<file path="src/rtl/stopwatch_ctrl.sv">
// stopwatch_ctrl: start/stop/lap/clear sequencer for a cascaded chain of BCD
// digit counter cells. Divides clk into count ticks, builds the per-digit
// cascade enables from the chain's cnt_9 flags, stops the chain at all-9s and
// freezes a lap snapshot for the display driver.
//
//   state | meaning
//   ------+-------------------------------------------------------------
//   IDLE  | chain cleared or never started; prescaler held at zero
//   RUN   | prescaler counting, ticks advance the chain
//   PAUSE | prescaler frozen mid-interval, chain holds its value
//   FULL  | chain reached all-9s; counting stopped until clear
//
// Digit cells sample on the falling edge, so a one-cycle tick_r pulse from
// this rising-edge controller contains exactly one sampling edge.

module stopwatch_ctrl #(
  parameter int TICK_DIV   = 100000,
  parameter int NUM_DIGITS = 4
) (
  input  logic                      clk,
  input  logic                      reset,
  input  logic                      btn_start_stop,
  input  logic                      btn_clear,
  input  logic                      btn_lap,
  input  logic [NUM_DIGITS-1:0]     digit_cnt9,
  input  logic [4*NUM_DIGITS-1:0]   digits,
  output logic [NUM_DIGITS-1:0]     dig_en,
  output logic                      cnt_reset,
  output logic [4*NUM_DIGITS-1:0]   display,
  output logic                      running,
  output logic                      lap_active,
  output logic                      overflow
);

  localparam int PW = (TICK_DIV > 1) ? $clog2(TICK_DIV) : 1;
  localparam logic [PW-1:0] PRESC_MAX = PW'(TICK_DIV - 1);

  localparam logic [1:0] S_IDLE  = 2'd0;
  localparam logic [1:0] S_RUN   = 2'd1;
  localparam logic [1:0] S_PAUSE = 2'd2;
  localparam logic [1:0] S_FULL  = 2'd3;

  logic [1:0]              state, state_nxt;
  logic [PW-1:0]           presc, presc_nxt;
  logic                    tick_r, tick_nxt;
  logic                    lap_nxt;
  logic [4*NUM_DIGITS-1:0] lap_reg, lap_reg_nxt;
  logic                    cnt_reset_nxt;
  logic                    prev_ss, prev_clr, prev_lap;
  logic                    ss_edge, clr_edge, lap_edge;
  logic                    all_nine;

  assign ss_edge  = btn_start_stop & ~prev_ss;
  assign clr_edge = btn_clear      & ~prev_clr;
  assign lap_edge = btn_lap        & ~prev_lap;
  assign all_nine = &digit_cnt9;

  // Next-state, prescaler, tick and lap decisions; clear overrides everything.
  always_comb begin
    state_nxt     = state;
    presc_nxt     = presc;
    tick_nxt      = 1'b0;
    lap_nxt       = lap_active;
    lap_reg_nxt   = lap_reg;
    cnt_reset_nxt = 1'b0;

    if (clr_edge) begin
      state_nxt     = S_IDLE;
      presc_nxt     = '0;
      lap_nxt       = 1'b0;
      cnt_reset_nxt = 1'b1;
    end else begin
      case (state)
        S_IDLE: begin
          presc_nxt = '0;
          if (ss_edge) state_nxt = S_RUN;
        end
        S_RUN: begin
          if (ss_edge) begin
            // Pause wins over a coinciding terminal count: prescaler holds.
            state_nxt = S_PAUSE;
          end else if (presc == PRESC_MAX) begin
            presc_nxt = '0;
            if (all_nine) state_nxt = S_FULL;
            else          tick_nxt  = 1'b1;
          end else begin
            presc_nxt = presc + PW'(1);
          end
        end
        S_PAUSE: begin
          if (ss_edge) state_nxt = S_RUN;
        end
        default: begin
          presc_nxt = '0;
        end
      endcase

      // Lap is judged against the state before this edge's transition.
      if (lap_edge) begin
        if (state == S_RUN || state == S_PAUSE) begin
          lap_nxt = ~lap_active;
          if (!lap_active) lap_reg_nxt = digits;
        end else if (state == S_FULL) begin
          lap_nxt = 1'b0;
        end
      end
    end
  end

  // Controller registers; reset leaves the chain held in clear.
  always_ff @(posedge clk or negedge reset) begin
    if (!reset) begin
      state      <= S_IDLE;
      presc      <= '0;
      tick_r     <= 1'b0;
      lap_active <= 1'b0;
      lap_reg    <= '0;
      prev_ss    <= 1'b0;
      prev_clr   <= 1'b0;
      prev_lap   <= 1'b0;
      cnt_reset  <= 1'b1;
      running    <= 1'b0;
      overflow   <= 1'b0;
    end else begin
      state      <= state_nxt;
      presc      <= presc_nxt;
      tick_r     <= tick_nxt;
      lap_active <= lap_nxt;
      lap_reg    <= lap_reg_nxt;
      prev_ss    <= btn_start_stop;
      prev_clr   <= btn_clear;
      prev_lap   <= btn_lap;
      cnt_reset  <= cnt_reset_nxt;
      running    <= (state_nxt == S_RUN);
      overflow   <= (state_nxt == S_FULL);
    end
  end

  // Cascade enables: a digit advances when the tick fires and every lower digit is at 9.
  assign dig_en[0] = tick_r;
  for (genvar i = 1; i < NUM_DIGITS; i++) begin : g_cascade
    assign dig_en[i] = tick_r & (&digit_cnt9[i-1:0]);
  end

  // Display follows the live chain unless a lap snapshot is frozen.
  always_comb begin
    display = lap_active ? lap_reg : digits;
  end

endmodule
</file>
<file path="config.mk">
export PLATFORM = sky130hd
export DESIGN_NAME = stopwatch_ctrl
export DESIGN_NICKNAME = d
export VERILOG_FILES = /design/src/rtl/stopwatch_ctrl.sv
export SDC_FILE = /design/constraint.sdc
export NUM_CORES = 1
export LEC_CHECK = 0
export ABC_AREA = 1
export CORE_MARGIN = 5
export CORE_UTILIZATION = 30
export DETAILED_ROUTE_END_ITERATION = 10
export RECOVER_POWER = 100
export SYNTH_ARGS = -nofsm -noshare
export SYNTH_HDL_FRONTEND = slang
export SYNTH_SLANG_ARGS = --single-unit
</file>
<file path="constraint.sdc">
create_clock -name clk -period 3.9 [get_ports clk]
set_clock_uncertainty 0.05 [all_clocks]
set_input_delay 0.78 -clock clk [delete_from_list [all_inputs] [get_ports clk]]
set_output_delay 0.78 -clock clk [all_outputs]
set_load 0.1 [all_outputs]
</file>
======== After elaboration in Yosys (flattened, before gate mapping) ========
Index checks and enable logic that the tools add are counted.
word-level totals
  bits of input ports ..................... 25
  logic and storage cells ................. 63
  output and inout bits ................... 24
  register bits after elaboration ......... 43
cells by class
  add/subtract/negate cells ............... 1
  bitwise operators ....................... 11
  eq/ne operators ......................... 8
  reduce and logical (&&, ||, !) cells .... 11
  muxes and demuxes ....................... 21
operators by type and width
  operator                                                          number
  17-bit two-way mux                                                3
  17-bit one-hot mux with 2 select lines                            1
  17-bit by 1-bit adder with 17-bit output (second input constant)  1
  17-bit == test (second input constant)                            1
  16-bit two-way mux                                                1
  1-bit two-way mux                                                 10
  2-bit two-way mux                                                 5
  1-bit AND                                                         6
  2-bit == test (second input constant)                             3
  2-bit AND reduction                                               3
  3-bit AND reduction                                               2
  1-bit inverter                                                    5
  2-bit by 1-bit == test with 1-bit output (second input constant)  2
  2-bit one-hot mux with 2 select lines                             1
  4-bit AND reduction                                               1
  3-bit != test (second input constant)                             1
  3-bit nonzero test                                                1
  2-bit zero test                                                   1
  2-bit != test (second input constant)                             1
  2-bit nonzero test                                                1
  2-bit OR reduction                                                1
  1-bit logical OR                                                  1

======== Longest topological paths before layout ========
  word-level depth ........................ 7
  depth in mapped cells ................... 10
  gate-level depth less buffers ........... 10

======== Worst setup path after synthesis ========
Ideal clock, no wire load.
  path kind ............................... register -> output
  from .................................... register lap_active
  to ...................................... output port display[13]
  arrival ................................. 3.560 ns
  required time ........................... 3.070 ns
  stages on the path, launching flop included .. 4
  buffers on the path ..................... 1
  slack ................................... -0.490 ns
  path through ............................ dfrtp_1 -> inv_1 -> clkbuf_1 -> o21ai_0
between the ends
  word-level cells in the longest chain between the ends .. 1
ends and longest elaborated chain
  what                      line  RTL
  start: declaration        31    output logic lap_active,
  start signal: assignment  128   lap_active <= lap_nxt;
  16-bit two-way mux        --
  end: declaration          29    output logic [4*NUM_DIGITS-1:0] display,
Every way passes these cells.

======== Final worst setup path ========
  from .................................... input port digit_cnt9[0]
  to ...................................... output port dig_en[3]
between the ends
  word-level cells in the longest chain between the ends .. 2
ends and longest elaborated chain
  what                 line  RTL
  start: declaration   25    input logic [NUM_DIGITS-1:0] digit_cnt9,
  3-bit AND reduction  142   assign dig_en[i] = tick_r & (&digit_cnt9[i-1:0]);
  1-bit AND            142
  end: declaration     27    output logic [NUM_DIGITS-1:0] dig_en,
Every way passes these cells.

==> impl_metrics.tcl <==
set metrics [dict create \
    start_kind "primary input" \
    grt_pass1_vias 2012 \
    end_kind "output pin" \
    fin_crit_sh_pct 84.3 \
    powerDensity_nw_per_um2 748 \
    fin_crit_ns 3.29 \
    hold_start "prev_clr" \
    critPathMaxStageDelay_ns 0.89 \
    cts_buffers 5 \
    ctsHoldBuffers 0 \
    synth_flop_cell "dfrtp_1" \
    die_x_um 97.8 \
    synth_area_um2 2310 \
    drive_gt1_share_pct 10.8 \
    crit_required_ns 3.07 \
    synth_seq_cells 43 \
    worstHoldEndpoint "cnt_reset" \
    reg2reg_depth 6 \
    nets 372 \
    htree_levels 2 \
    outcome "finished, violations left" \
    slew_headroom_pct -56.1 \
    area_growth_pct 24.4 \
    crit_path_top_delay_cell "clkbuf_1" \
    hold_path.class "register to register" \
    drt_iter0_markers 95 \
    cts_setup_buffers 0 \
    dp_slack_ns 1.17 \
    vias_per_cell 4.40 \
    wl_per_cell_um 11.1 \
    p_leak_uw 0.00131 \
    final_core_util_pct 37.8 \
    critical_path_class "primary input to output pin" \
    report.final.slew_viol_count 44 \
    finalSetupViolCount 0 \
    fillers 806 \
    route.detailed.drc 0 \
    postRouteAntennaNets 0 \
    port_buffers 48 \
    gp_congestion 0.814 \
    dr_total_vias 1958 \
    synth.distinct_cells 38 \
    antenna_found_initial 0 \
    drt-total-wl_um 4940 \
    io_pins 49 \
    cts_resized 0 \
    rr_endpoint "lap_reg[13]" \
    stdcell_count 445 \
    cts.sinks 43 \
    worstPathArrival_ns 2.46 \
    finalPower_uw 2150 \
    syn-instance-count 294 \
    path_clk_slew_ns 0.09 \
    track_usage_pct 11.2 \
    clk_latency_ns 0.30 \
    layout_setup_ws_ns 0.613 \
    cts_tree "done" \
    ir_drop_mv 0.524 \
    r2r_slack_ns 1.61 \
    placedCellCount 437 \
    hpwl_um 3670 \
    dieArea_um2 9570 \
    r2r_start "state[1]" \
    crit_fanout 3 \
    synth_nets 324 \
    rows 32 \
    coreArea_um2 7610 \
    root_buffer "clkbuf_8" \
    hold_path_depth 1 \
    rsz0062_at_grt "false" \
    overflow 0 \
    die_h_um 97.8 \
    largest_reg_flops 17 \
    synth-edff-count 0 \
    cts_buffer_depth 2 \
    violations "capacitance limit, slew limit" \
    fin_area_um2 2880 \
    worst_pin_slew_ns 2.34 \
    synth_async_sr_flop_share_pct 100 \
    start_util_pct 30.4 \
    place_area_um2 2830 \
    fmax_ghz 0.304 \
    path_cells "clkdlybuf4s50_1, nand2_1, nor3b_1, clkbuf_1" \
    antennaDiodeCount 0 \
    seq_area_frac_synth_pct 46.6 \
    grt_max_degree 44 \
    grt_pass1_wl_um 9090 \
    yosysWarnings 0 \
    avgSynthCellArea_um2 7.87 \
    hold_viol 0 \
    drv_cap 1 \
    first_pass_iters 4 \
]
[cell type report]
type | count | area (µm²) | area share, %
multi-input cells | 193 | 976 | 33.9
well taps | 102 | 128 | 4.43
clock inverters | 3 | 43.8 | 1.52
repair buffers | 49 | 397 | 13.8
clock buffers | 5 | 68.8 | 2.39
inverters | 50 | 188 | 6.52
flip-flops and latches | 43 | 1080 | 37.4
[synthesized netlist by cell type (2+ instances only)]
master,n,area [µm²]
o21ai_1,2,10.0
o21ai_0,40,200
xor2_1,3,26.3
inv_2,4,15.0
nor3_1,4,20.0
nor2_2,5,31.3
nor2_4,3,33.8
a21oi_1,9,45.0
nand3_1,6,30.0
dfrtp_1,42,1050
inv_1,45,169
nand4_1,4,25.0
nand2_4,2,22.5
nand2_1,61,229
clkbuf_1,5,18.8
a21oi_2,2,17.5
ha_1,5,62.6
nand2_2,4,25.0
nor2_1,29,109
[how the worst max path moves through the flow]
| stage | startpoint | to | slack [ns] |
|---|---|---|---|
| final | digit_cnt9[0] | dig_en[3] | 0.61 |
| after global routing | lap_active | display[3] | 0.47 |
| after CTS | cnt_reset | cnt_reset | 1.11 |
| after detailed placement | digit_cnt9[0] | dig_en[3] | 1.17 |
| after global placement | digit_cnt9[0] | dig_en[3] | 1.24 |
| after floorplan | lap_active | display[10] | -0.46 |
[metrics by stage]
stage	TNS, ns	hold WS, ns
floorplan	-5.76	0.366
global placement	0	0.380
detailed placement	0	0.380
CTS	0	0.395
global route	0	0.410
finish	0	0.383
[report_power, final]
| part | total (µW) | leakage (µW) | switching, µW | internal [µW] |
|---|---|---|---|---|
| registers | 598 | 0.000558 | 42.8 | 556 |
| clock network | 352 | 0.0000581 | 161 | 191 |
| logic | 1200 | 0.000697 | 962 | 239 |
[cell families after synthesis]
family / after synthesis / share of synthesized area, %
AND/OR/NAND/NOR: 125 / 25.3
AO/OA/AOI/OAI: 60 / 14.4
buffers and inverters: 58 / 9.95
flip-flops: 43 / 46.6
adder cells (fa/ha/maj): 5 / 2.70
XOR/XNOR: 3 / 1.14
[critical path, delay by kind of cell]
| family | cells | cell delay, ns |
|---|---|---|
| buffers and inverters | 2 | 1.38 |
| AND/OR/NAND/NOR | 2 | 0.30 |
[cells in the final DEF, fill, tap and decap left out, types with 2 or more instances in the layout]
cell type	count
nor3_1	5
dfrtp_1	42
nand2_2	3
nor2_2	3
o21ai_1	3
clkbuf_8	5
nor2_4	2
inv_2	3
o21ai_0	40
clkbuf_1	11
nand4_1	5
xor2_1	3
dlygate4sd3_1	8
buf_4	10
nand2_4	2
nand3_1	6
ha_1	5
clkdlybuf4s50_1	20
inv_1	46
a21oi_1	9
a21oi_2	2
nor2_1	32
nand2_1	62
[per-layer routing]
layer / vias up / GRT usage (%) / share of wire (%)
met5: - / 0 / 0
met4: 0 / 3.09 / 0.89
met3: 7 / 4.57 / 8.5
met2: 57 / 17.6 / 41
met1: 868 / 14.4 / 49
li1: 1026 / - / -
Note: power is estimated with default switching activity, not from simulation.
